===== src/rtl/fetch_stage.sv =====
// fetch_stage: instruction-fetch stage of the RV32 core.
//
// Holds the program counter and issues one word fetch at a time to
// instruction memory. Each fetched instruction is delivered to decode as
// {pc, instruction} through the IF/ID register. A one-entry skid buffer
// catches a response that arrives while decode is stalling. A redirect from
// execute flushes everything fetched but not yet consumed.
//
// Ports:
//   clk, rst_n                  clock, asynchronous active-low reset
//   imem_req / imem_addr        fetch request and word address (held until rvalid)
//   imem_rvalid / imem_rdata    fetch response
//   redirect_valid/redirect_pc  taken branch/jump from execute (1-cycle pulse)
//   id_ready                    decode accepts the IF/ID contents this cycle
//   if_id_valid/_pc/_instr      IF/ID pipeline register outputs
module fetch_stage #(
  parameter logic [31:0] RESET_PC = 32'h0000_0000
) (
  input  logic        clk,
  input  logic        rst_n,
  output logic        imem_req,
  output logic [31:0] imem_addr,
  input  logic        imem_rvalid,
  input  logic [31:0] imem_rdata,
  input  logic        redirect_valid,
  input  logic [31:0] redirect_pc,
  input  logic        id_ready,
  output logic        if_id_valid,
  output logic [31:0] if_id_pc,
  output logic [31:0] if_id_instr
);

  typedef enum logic [1:0] {
    S_IDLE = 2'd0,
    S_WAIT = 2'd1,
    S_FULL = 2'd2,
    S_DROP = 2'd3
  } state_e;

  state_e      state_q, state_d;
  logic [31:0] pc_q, pc_d;
  // Address of the request being discarded; pc_q already holds the target.
  logic [31:0] drop_addr_q, drop_addr_d;
  logic        ifid_valid_q, ifid_valid_d;
  logic [31:0] ifid_pc_q, ifid_pc_d;
  logic [31:0] ifid_instr_q, ifid_instr_d;
  logic        skid_valid_q, skid_valid_d;
  logic [31:0] skid_pc_q, skid_pc_d;
  logic [31:0] skid_instr_q, skid_instr_d;

  logic consume;

  assign consume     = id_ready & ifid_valid_q;
  assign imem_req    = (state_q == S_WAIT) || (state_q == S_DROP);
  assign imem_addr   = (state_q == S_DROP) ? drop_addr_q : pc_q;
  assign if_id_valid = ifid_valid_q;
  assign if_id_pc    = ifid_pc_q;
  assign if_id_instr = ifid_instr_q;

  always_comb begin
    state_d      = state_q;
    pc_d         = pc_q;
    drop_addr_d  = drop_addr_q;
    ifid_valid_d = ifid_valid_q;
    ifid_pc_d    = ifid_pc_q;
    ifid_instr_d = ifid_instr_q;
    skid_valid_d = skid_valid_q;
    skid_pc_d    = skid_pc_q;
    skid_instr_d = skid_instr_q;

    if (redirect_valid) begin
      // Redirect beats stall, accept and drain: flush and retarget.
      ifid_valid_d = 1'b0;
      skid_valid_d = 1'b0;
      pc_d         = {redirect_pc[31:2], 2'b00};
      case (state_q)
        S_WAIT: begin
          if (imem_rvalid) begin
            state_d = S_WAIT;  // response completes now and is simply ignored
          end else begin
            state_d     = S_DROP;
            drop_addr_d = pc_q;
          end
        end
        S_DROP:  state_d = imem_rvalid ? S_WAIT : S_DROP;
        default: state_d = S_WAIT;
      endcase
    end else begin
      // Default: a consumed IF/ID entry empties unless refilled below.
      if (consume) begin
        ifid_valid_d = 1'b0;
      end
      case (state_q)
        S_IDLE: state_d = S_WAIT;
        S_DROP: begin
          if (imem_rvalid) begin
            state_d = S_WAIT;
          end
        end
        S_FULL: begin
          if (consume) begin
            ifid_valid_d = 1'b1;
            ifid_pc_d    = skid_pc_q;
            ifid_instr_d = skid_instr_q;
            skid_valid_d = 1'b0;
            state_d      = S_WAIT;
          end
        end
        default: begin  // S_WAIT
          if (imem_rvalid) begin
            pc_d = pc_q + 32'd4;
            if (!ifid_valid_q || id_ready) begin
              ifid_valid_d = 1'b1;
              ifid_pc_d    = pc_q;
              ifid_instr_d = imem_rdata;
            end else begin
              skid_valid_d = 1'b1;
              skid_pc_d    = pc_q;
              skid_instr_d = imem_rdata;
              state_d      = S_FULL;
            end
          end
        end
      endcase
    end
  end

  always_ff @(posedge clk or negedge rst_n) begin
    if (!rst_n) begin
      state_q      <= S_IDLE;
      pc_q         <= RESET_PC;
      drop_addr_q  <= RESET_PC;
      ifid_valid_q <= 1'b0;
      ifid_pc_q    <= 32'd0;
      ifid_instr_q <= 32'd0;
      skid_valid_q <= 1'b0;
      skid_pc_q    <= 32'd0;
      skid_instr_q <= 32'd0;
    end else begin
      state_q      <= state_d;
      pc_q         <= pc_d;
      drop_addr_q  <= drop_addr_d;
      ifid_valid_q <= ifid_valid_d;
      ifid_pc_q    <= ifid_pc_d;
      ifid_instr_q <= ifid_instr_d;
      skid_valid_q <= skid_valid_d;
      skid_pc_q    <= skid_pc_d;
      skid_instr_q <= skid_instr_d;
    end
  end

endmodule


===== config.mk =====
export PLATFORM = sky130hd
export DESIGN_NAME = fetch_stage
export DESIGN_NICKNAME = d
export VERILOG_FILES = /design/src/rtl/fetch_stage.sv
export SDC_FILE = /design/constraint.sdc
export NUM_CORES = 1
export LEC_CHECK = 0
export ABC_AREA = 0
export BUFFER_PORTS_ARGS = -buffer_cell sky130_fd_sc_hd__buf_2
export CAP_MARGIN = 20
export CORE_MARGIN = 1
export CORE_UTILIZATION = 56
export CTS_CLUSTER_SIZE = 20
export DETAILED_ROUTE_END_ITERATION = 8
export PLACE_DENSITY = 0.81
export REMOVE_ABC_BUFFERS = 1
export SYNTH_ARGS = -nofsm -noshare
export SYNTH_HDL_FRONTEND = slang
export SYNTH_SLANG_ARGS = --single-unit

===== constraint.sdc =====
create_clock -name clk -period 2.5 [get_ports clk]
set_input_delay 0.125 -clock clk [delete_from_list [all_inputs] [get_ports clk]]
set_output_delay 0.125 -clock clk [all_outputs]
set_load 0.02 [all_outputs]

Word-level counts from Yosys, hierarchy flattened
Cells that the tools add are included.

Register bits: 195. Input bits: 69. Output and inout bits: 98. Logic and storage cells: 65.

$add $sub $neg: 1. Eq/ne operators: 8. Mux-type cells: 26. Bitwise gates (word level): 6. Reductions and logical operators: 16.

Operators by type and width (count): $mux W32 (10); $pmux W32 S2 (2); $add A32 B3 Y32 const B (1); $mux W2 (7); $reduce_and A4 Y1 (2); $ne A3 B3 Y1 const B (2); $pmux W2 S3 (1); $reduce_bool A2 Y1 (3); $mux W1 (5); $ne A5 B3 Y1 const B (1); $not A1 Y1 (5); $reduce_and A5 Y1 (1); $eq A2 B2 Y1 const B (2); $reduce_bool A4 Y1 (1); $reduce_or A2 Y1 (2); $reduce_and A3 Y1 (1); $reduce_or A3 Y1 (1); $eq A2 B1 Y1 const B (1); $logic_not A2 Y1 (1); $logic_or A1 B1 Y1 (2); $ne A2 B1 Y1 const B (1); $ne A2 B2 Y1 const B (1); $pmux W1 S2 (1); $reduce_and A2 Y1 (1); 2 further kinds (2).

Logic depth before layout (Yosys ltp)
Gate-level depths: netlist of the first run.

Depth in word-level cells: 6. Depth in mapped cells: 7. Mapped depth without buffers: 6.

Least setup slack after synthesis of the first run
OpenSTA, ideal clock, no wires.

Path type: reg2reg. Start point: reg state_q[1]. End point: reg skid_instr_q[30]. Library setup time: 125 ps. Arrival: 1842 ps. Required time: 2375 ps. Slack: 533 ps. Stages on the path, launching flop included: 8. Buffers on the path: 2. Period minus slack after synthesis: 1967 ps. Cell sequence: dfrtp_1 inv_1 ha_1 buf_2 nand2_1 nor4_4 buf_2 mux2_2.

Cells in the longest elaborated chain, start to end: 4. Elaborated cells between the ends (all ways): 6. Classes of those cells: eq/ne: 2; bitwise: 1; reduce/logical: 3.

RTL lines: from (decl) (line 40) `state_e state_q, state_d;`; from (signal assigned) (line 140) `state_q <= state_d;`; $eq A2 B2 Y1 / $logic_not A2 Y1 (equally long branches) (line 93) `case (state_q)`; $reduce_or A3 Y1 (no line) (*); $not A1 Y1 (no line) (*); $reduce_and A4 Y1 (no line) (*); to (signal assigned) (line 148) `skid_instr_q <= skid_instr_d;`; to (decl) (line 49) `logic [31:0] skid_instr_q, skid_instr_d;`.

Every way passes the cells marked *; elsewhere a longest branch is shown, timed or not. A chain may end at the register's enable or synchronous reset.

Final worst setup path of the first run
Start point: reg state_q[1]. End point: out imem_addr[17].

Cells in the longest elaborated chain, start to end: 2.

RTL lines: $eq A2 B2 Y1 (line 55) `assign imem_addr = (state_q == S_DROP) ? drop_addr_q : pc_q;`; $mux W32 (line 55); to (decl) (line 22) `output logic [31:0] imem_addr,`.

Every way passes these cells.

==> results of run 1 <==
==> power breakdown <==
part | leakage (nW) | internal [mW] | switching, mW
combinational | 2.26 | 2.02 | 2.64
clock | 0.293 | 1.57 | 1.15
sequential | 2.23 | 4.28 | 0.726
total | 4.78 | 7.87 | 4.52
==> cells in the final DEF, fill, tap and decap left out, types with 18 or more instances in the layout <==
cell	n
dlygate4sd3_1	63
nor2_1	80
buf_2	159
dfrtp_1	187
mux2i_1	64
mux2_2	113
o21ai_0	28
a31oi_1	18
a21oi_1	63
nand2_1	35
==> cell families after synthesis <==
logic type | after synthesis | synth area share
DFF | 187 | 0.537
muxes | 180 | 0.223
and+or+nand+nor | 175 | 0.105
AOI/OAI and AO/OA | 125 | 0.0797
buffers and inverters | 68 | 0.0367
xor gates and xnor gates | 11 | 0.0111
adders and majority gates | 5 | 0.00718
other | 1 | 0.000430
==> worst min-delay path by stage <==
| stage | startpoint | endpoint | slack, ps |
|---|---|---|---|
| global route | id_ready | if_id_valid | 150 |
| floorplan | rst_n | drop_addr_q[10] | -170 |
| finish | id_ready | if_id_valid | 130 |
| CTS | id_ready | if_id_valid | 100 |
| detailed placement | rst_n | if_id_instr[2] | 220 |
| global placement | rst_n | if_id_instr[2] | 220 |
==> worst register-to-register path: cells and delay by family, from the launching register on <==
kind	cells	cell delay, ps
and+or+nand+nor	3	1080
DFF	1	450
adders and majority gates	1	310
AOI/OAI and AO/OA	1	190
buffers and inverters	1	110
==> metal layers <==
metal,global-route usage,wire [µm],vias up
li1,-,-,3071
met1,0.327,8630,3237
met2,0.442,10100,178
met3,0.0527,847,19
met4,0.0742,238,0
met5,0,0,-
==> metrics by stage <==
| stage | total power, mW | hold WS [ps] | utilization |
|---|---|---|---|
| floorplan | 8.12 | -171 | - |
| global placement | 9.39 | 223 | 0.637 |
| detailed placement | 9.58 | 223 | 0.637 |
| CTS | 12.4 | 101 | 0.718 |
| global route | 13.1 | 153 | 0.718 |
| finish | 12.4 | 134 | 0.718 |
==> flip-flops by register name, indices dropped and copies added, names as in the netlist <==
signal	count
if_id_instr	32
skid_instr_q	32
drop_addr_q	30
if_id_pc	30
pc_q	30
skid_pc_q	30
state_q	2
if_id_valid	1
==> area by class of cell <==
type	instances	area, µm²
well taps	188	235
inverters	9	33.8
clock inverters	15	174
multi-input cells	500	3750
flip-flops and latches	187	4680
repair buffers	241	1610
clock buffers	17	425
fillers	1059	4290
==> what timing repair did <==
action | 4_1_cts | 5_1_grt
endpoints found under the setup margin | 0 | 1
hold endpoints to repair | 145 | 0
resized for setup | 0 | 1
hold buffers | 63 | 0
==> impl_metrics.csv, run 1 <==
group,metric,value,unit
logic_synthesis,yosys-top-cells-count,"dfrtp_1, mux2_2, nor2_1",
route,drcViolationCount,0,
route,drt_first_pass_iters,5,
clock_tree,clkTransAtPathRegs,70,ps
timing,period_needed,2320,ps
setup_path,cp.depth,4,
status,outcome,"finished, final reports clean",
setup_path,crit_buf_inv,2,
clock_tree,cts_tree,"done",
timing,slew_violations,0,
setup_path,startpoint_type,"flop",
logic_synthesis,synth_edf_count,0,
setup_path,crit_type,"reg -> out",
final_layout,instances_no_fill,1157,
clock_tree,cts_root_buffer,"clkbuf_16",
clock_tree,post_cts_buffers,0,
floorplanning,die_w,127,µm
final_layout,layout.nets,1030,
global_route,grt_max_degree,86,
final_layout,antenna_cells,0,
placed_design,hpwl,12100,µm
floorplanning,num_rows,45,
final_layout,drive_above_1_share,0.349,
setup_path,path_cells,"ha_2, buf_4, mux2_2, buf_2",
final_layout,final_area,10900,µm²
setup_path,slowest_delay,450,ps
worst_hold_path,hold_depth,4,
global_route,overflow,0,
logic_synthesis,syn_avg_cell_area,11.6,µm²
setup_path,r2r_end,"pc_q[31]",
global_route,grt_usage,0.256,
floorplanning,core_area,15200,µm²
floorplanning,die_area,16100,µm²
route,ant_nets,0,
placed_design,dp_slack,223,ps
placed_design,gp_congestion,0.784,
timing,worst_slack,177,ps
timing,worst_pin_slew,847,ps
job,drv_cap,0,
clock_tree,htree_levels,4,
clock_tree,cts.sinks,187,
global_route,grt_pass1_wl,32100,µm
timing,fin_crit_sh,0.929,
setup_path,critPathCaptureType,"output pin",
logic_synthesis,synth_cell_types,49,
setup_path,path_max_fanout,15,
clock_tree,cts_buffer_depth,2,
floorplanning,die_height,127,µm
final_layout,area_growth,25.2,%
setup_path,startpoint,"state_q[1]",
setup_path,reg2reg_slack,270,ps
setup_path,timing.rr.start,"state_q[1]",
floorplanning,start_util,0.573,
timing,relSlewSlack,0.435,
logic_synthesis,synth_top_area_cell,"dfrtp_1",
worst_hold_path,hold_class,"in -> reg",
clock_tree,numCtsBuffers,17,
logic_synthesis,yosysTopAreaCellShare,0.537,
setup_path,rr_worst_depth,6,
global_route,first_global_vias,6445,
setup_path,path_delay_family,"buffers and inverters",
logic_synthesis,synthTopCellsByArea,"dfrtp_1, mux2_2, mux2i_1",
setup_path,critPathCapture,"imem_addr[17]",
timing,rsz0062_at_grt,"no",
timing,setup_viol_count_final,0,
power_and_ir_drop,ir_drop,0.559,mV
placed_design,dp.cells,1062,
logic_synthesis,mappedNetlistArea,8720,µm²
route,wl_per_cell,17.1,µm
timing,max_freq,0.431,GHz
setup_path,required,2380,ps
timing,hold_viol_final,0,
logic_synthesis,syn_inst,752,
route,drt-initial-drc-count,388,
logic_synthesis,synth.most_common_cell,"dfrtp_1",
logic_synthesis,yosysSeqAreaShare,0.537,
route,via_per_inst,5.62,
power_and_ir_drop,p_per_area,1140,nW/µm²
logic_synthesis,yosys_warnings,0,
setup_path,cp_slowest_cell,"ha_2",
timing,finalClockSkew,8.11,ps
logic_synthesis,ys_ff_latch,187,
route,drt-total-wl,19800,µm
global_route,antenna_found_initial,0,
power_and_ir_drop,p_leak,4.78,nW
logic_synthesis,synth_ff_type,"dfrtp_1",
logic_synthesis,synthArstFlopShare,1.00,
timing,setup_tns,0,ps
clock_tree,clk_latency,430,ps
placed_design,port-buffer-count,160,
floorplanning,io_pins,167,
placed_design,place_area,9680,µm²
setup_path,critical_path_arrival,2200,ps
route,dr_total_vias,6505,
Power figures use the tool's default switching activity.
==> inputs of run 2 (changes only) <==
--- a/config.mk
+++ b/config.mk
@@ -5,14 +5,14 @@
 export SDC_FILE = /design/constraint.sdc
 export NUM_CORES = 1
 export LEC_CHECK = 0
-export ABC_AREA = 0
+export ABC_AREA = 1
 export BUFFER_PORTS_ARGS = -buffer_cell sky130_fd_sc_hd__buf_2
 export CAP_MARGIN = 20
 export CORE_MARGIN = 1
 export CORE_UTILIZATION = 56
 export CTS_CLUSTER_SIZE = 20
 export DETAILED_ROUTE_END_ITERATION = 8
-export PLACE_DENSITY = 0.81
+export PLACE_DENSITY = 0.8
 export REMOVE_ABC_BUFFERS = 1
 export SYNTH_ARGS = -nofsm -noshare
 export SYNTH_HDL_FRONTEND = slang
==> run 2 against run 1 <==
Net effect: non-clock buffer count fell by 12; fmax increased by 7.4%; critical path depth is 1 higher; global-route usage grew 1.9 points; register-to-register slack improved by 260 ps; count of clock-buffer cells in the layout increased by 4; utilization is 0.23 points lower; critical endpoint is now imem_addr[10]; hold slack worse by 110 ps; sequential power is 2% lower; synthesized cell count is 52% higher; via count grew 24%.
==> impl_metrics.csv, run 2 <==
group,metric,value,unit
status,outcome,"finished, final reports clean",
placed_design,gp_congestion,0.923,
setup_path,critPathCaptureType,"output pin",
timing,rsz0062_at_grt,"no",
global_route,grt_max_degree,87,
setup_path,crit_type,"reg -> out",
power_and_ir_drop,p_per_area,1150,nW/µm²
final_layout,final_cell_mix,"nand2_1, dfrtp_1, nor2_1",
global_route,grt_usage,0.274,
clock_tree,cts.sinks,187,
global_route,first_global_vias,7430,
placed_design,hpwl,14000,µm
final_layout,num-fill-cells,1186,
power_and_ir_drop,ir_drop,0.783,mV
global_route,antenna_found_initial,0,
timing,relSlewSlack,0.551,
floorplanning,io_pins,167,
global_route,grt_pass1_wl,35500,µm
logic_synthesis,yosys_warnings,0,
setup_path,startpoint_type,"flop",
floorplanning,num_rows,45,
logic_synthesis,syn_inst,1144,
floorplanning,start_util,0.579,
logic_synthesis,synth_edf_count,0,
floorplanning,die_height,128,µm
timing,worst_slack,338,ps
timing,max_freq,0.462,GHz
logic_synthesis,synth_ff_type,"dfrtp_1",
placed_design,dp.cells,1468,
logic_synthesis,synthArstFlopShare,1.00,
clock_tree,post_cts_resized,0,
logic_synthesis,yosysSeqAreaShare,0.526,
route,drt_first_pass_iters,7,
setup_path,critical_path_arrival,2040,ps
clock_tree,htree_levels,4,
clock_tree,clkTransAtPathRegs,70,ps
final_layout,drive_above_1_share,0.162,
logic_synthesis,synth_cell_types,27,
logic_synthesis,mappedNetlistArea,8890,µm²
logic_synthesis,synth_top_area_cell,"dfrtp_1",
floorplanning,core_area,15400,µm²
placed_design,port-buffer-count,160,
timing,fin_crit_sh,0.865,
route,via_per_inst,5.18,
logic_synthesis,synthTopCellsByArea,"dfrtp_1, nand2_1, nor2_1",
route,drt-total-wl,21400,µm
route,dr_total_vias,8039,
logic_synthesis,syn_avg_cell_area,7.77,µm²
timing,setup_tns,0,ps
route,ant_nets,0,
floorplanning,die_area,16400,µm²
global_route,overflow,0,
timing,worst_pin_slew,673,ps
clock_tree,cts_tree,"done",
setup_path,path_max_fanout,34,
job,drv_cap,0,
timing,finalClockSkew,8.04,ps
route,drt-initial-drc-count,580,
timing,period_needed,2160,ps
final_layout,multi_input_area,3570,µm²
final_layout,ff_latch_area,4680,µm²
clock_tree,cts-hold-fix-buffers,53,
timing,hold_viol_final,0,
final_layout,area_growth,23.7,%
logic_synthesis,yosys-top-cells-count,"nand2_1, dfrtp_1, nor2_1",
placed_design,dp_slack,560,ps
route,wl_per_cell,13.8,µm
power_and_ir_drop,p_leak,5.37,nW
timing,slew_violations,0,
logic_synthesis,ys_ff_latch,187,
clock_tree,cts_buffer_depth,2,
floorplanning,die_w,128,µm
clock_tree,cts_root_buffer,"clkbuf_16",
final_layout,layout.nets,1403,
final_layout,final_util,0.716,
logic_synthesis,synth.most_common_cell,"nand2_1",
route,drcViolationCount,0,
final_layout,layout_commonest_cell,"nand2_1",
timing,setup_viol_count_final,0,
logic_synthesis,yosysTopAreaCellShare,0.526,
clock_tree,post_cts_buffers,0,
final_layout,antenna_cells,0,
clock_tree,numCtsBuffers,17,
final_layout,instances_no_fill,1553,
worst_hold_path,hold_class,"in -> reg",
clock_tree,clk_latency,420,ps
setup_path,required,2380,ps
-- run 2: changes by cell type after synthesis, moves of 17 or more --
cell     change
nand2_1    +231
mux2_2     -113
nor2_1      +98
inv_1       +84
a21oi_1     +68
mux2i_1     -64
o21ai_1     +61
o21ai_0     +57
nand3_1     +35
a31oi_1     -17
-- run 2: final timing paths --
check | startpoint | cells after the start | slack [ps] | endpoint
setup / recovery | state_q[1] | 5 | 340 | imem_addr[10]
hold / removal | redirect_pc[24] | 5 | 20 | pc_q[24]
setup reg to reg | state_q[1] | 8 | 530 | skid_instr_q[16]
hold reg to reg | drop_addr_q[17] | 2 | 480 | drop_addr_q[17]
max in group asynchronous | rst_n | 3 | 1490 | skid_instr_q[16]
min in group asynchronous | rst_n | 2 | 290 | if_id_instr[3]
-- run 2: layer usage --
metal	global-route usage	up-vias	wire [µm]	share of wire
li1	-	4049	-	-
met1	0.374	3709	9740	0.45
met2	0.451	265	10200	0.48
met3	0.0522	16	1220	0.057
met4	0.0727	0	222	0.010
met5	0	-	0	0
-- run 2: kinds of logic (layout without fill, tap and decap cells) --
kind of cell               after synthesis  in the layout  synth area share
and+or+nand+nor                        499            499             0.222
AOI/OAI and AO/OA                      286            286             0.164
DFF                                    187            187             0.526
buffers and inverters                  162            357            0.0767
adders and majority gates                5              5           0.00704
xor gates and xnor gates                 4              4           0.00394
other                                    1              4          0.000422
-- run 2: layout make-up --
class | instances | share of cell area
Timing Repair Buffer | 229 | 0.140
Clock inverter | 11 | 0.0130
Multi-Input combinational cell | 798 | 0.324
Sequential cell | 187 | 0.425
Inverter | 96 | 0.0328
Tap cell | 211 | 0.0240
Clock buffer | 21 | 0.0409
-- run 2: report_power, final --
| group | switching, mW | internal [mW] |
|---|---|---|
| combinational | 3.28 | 1.71 |
| sequential | 0.688 | 4.22 |
| clock | 1.11 | 1.60 |
-- run 2: worst max-delay path: stages (launching register included) --
cell	delay [ps]
dfrtp_1	400
ha_2	570
buf_12	250
nand2_1	70
o21ai_0	100
buf_2	210
-- run 2: metrics by stage --
step / hold slack [ps] / cell area (µm²) / total power [mW]
final: 22.5 / 11000 / 12.6
after global routing: 24.2 / 11000 / 13.5
after CTS: 14.6 / 11000 / 12.7
after detailed placement: 169 / 9880 / 9.85
after global placement: 167 / 9880 / 9.67
after floorplan: -171 / 8580 / 8.14
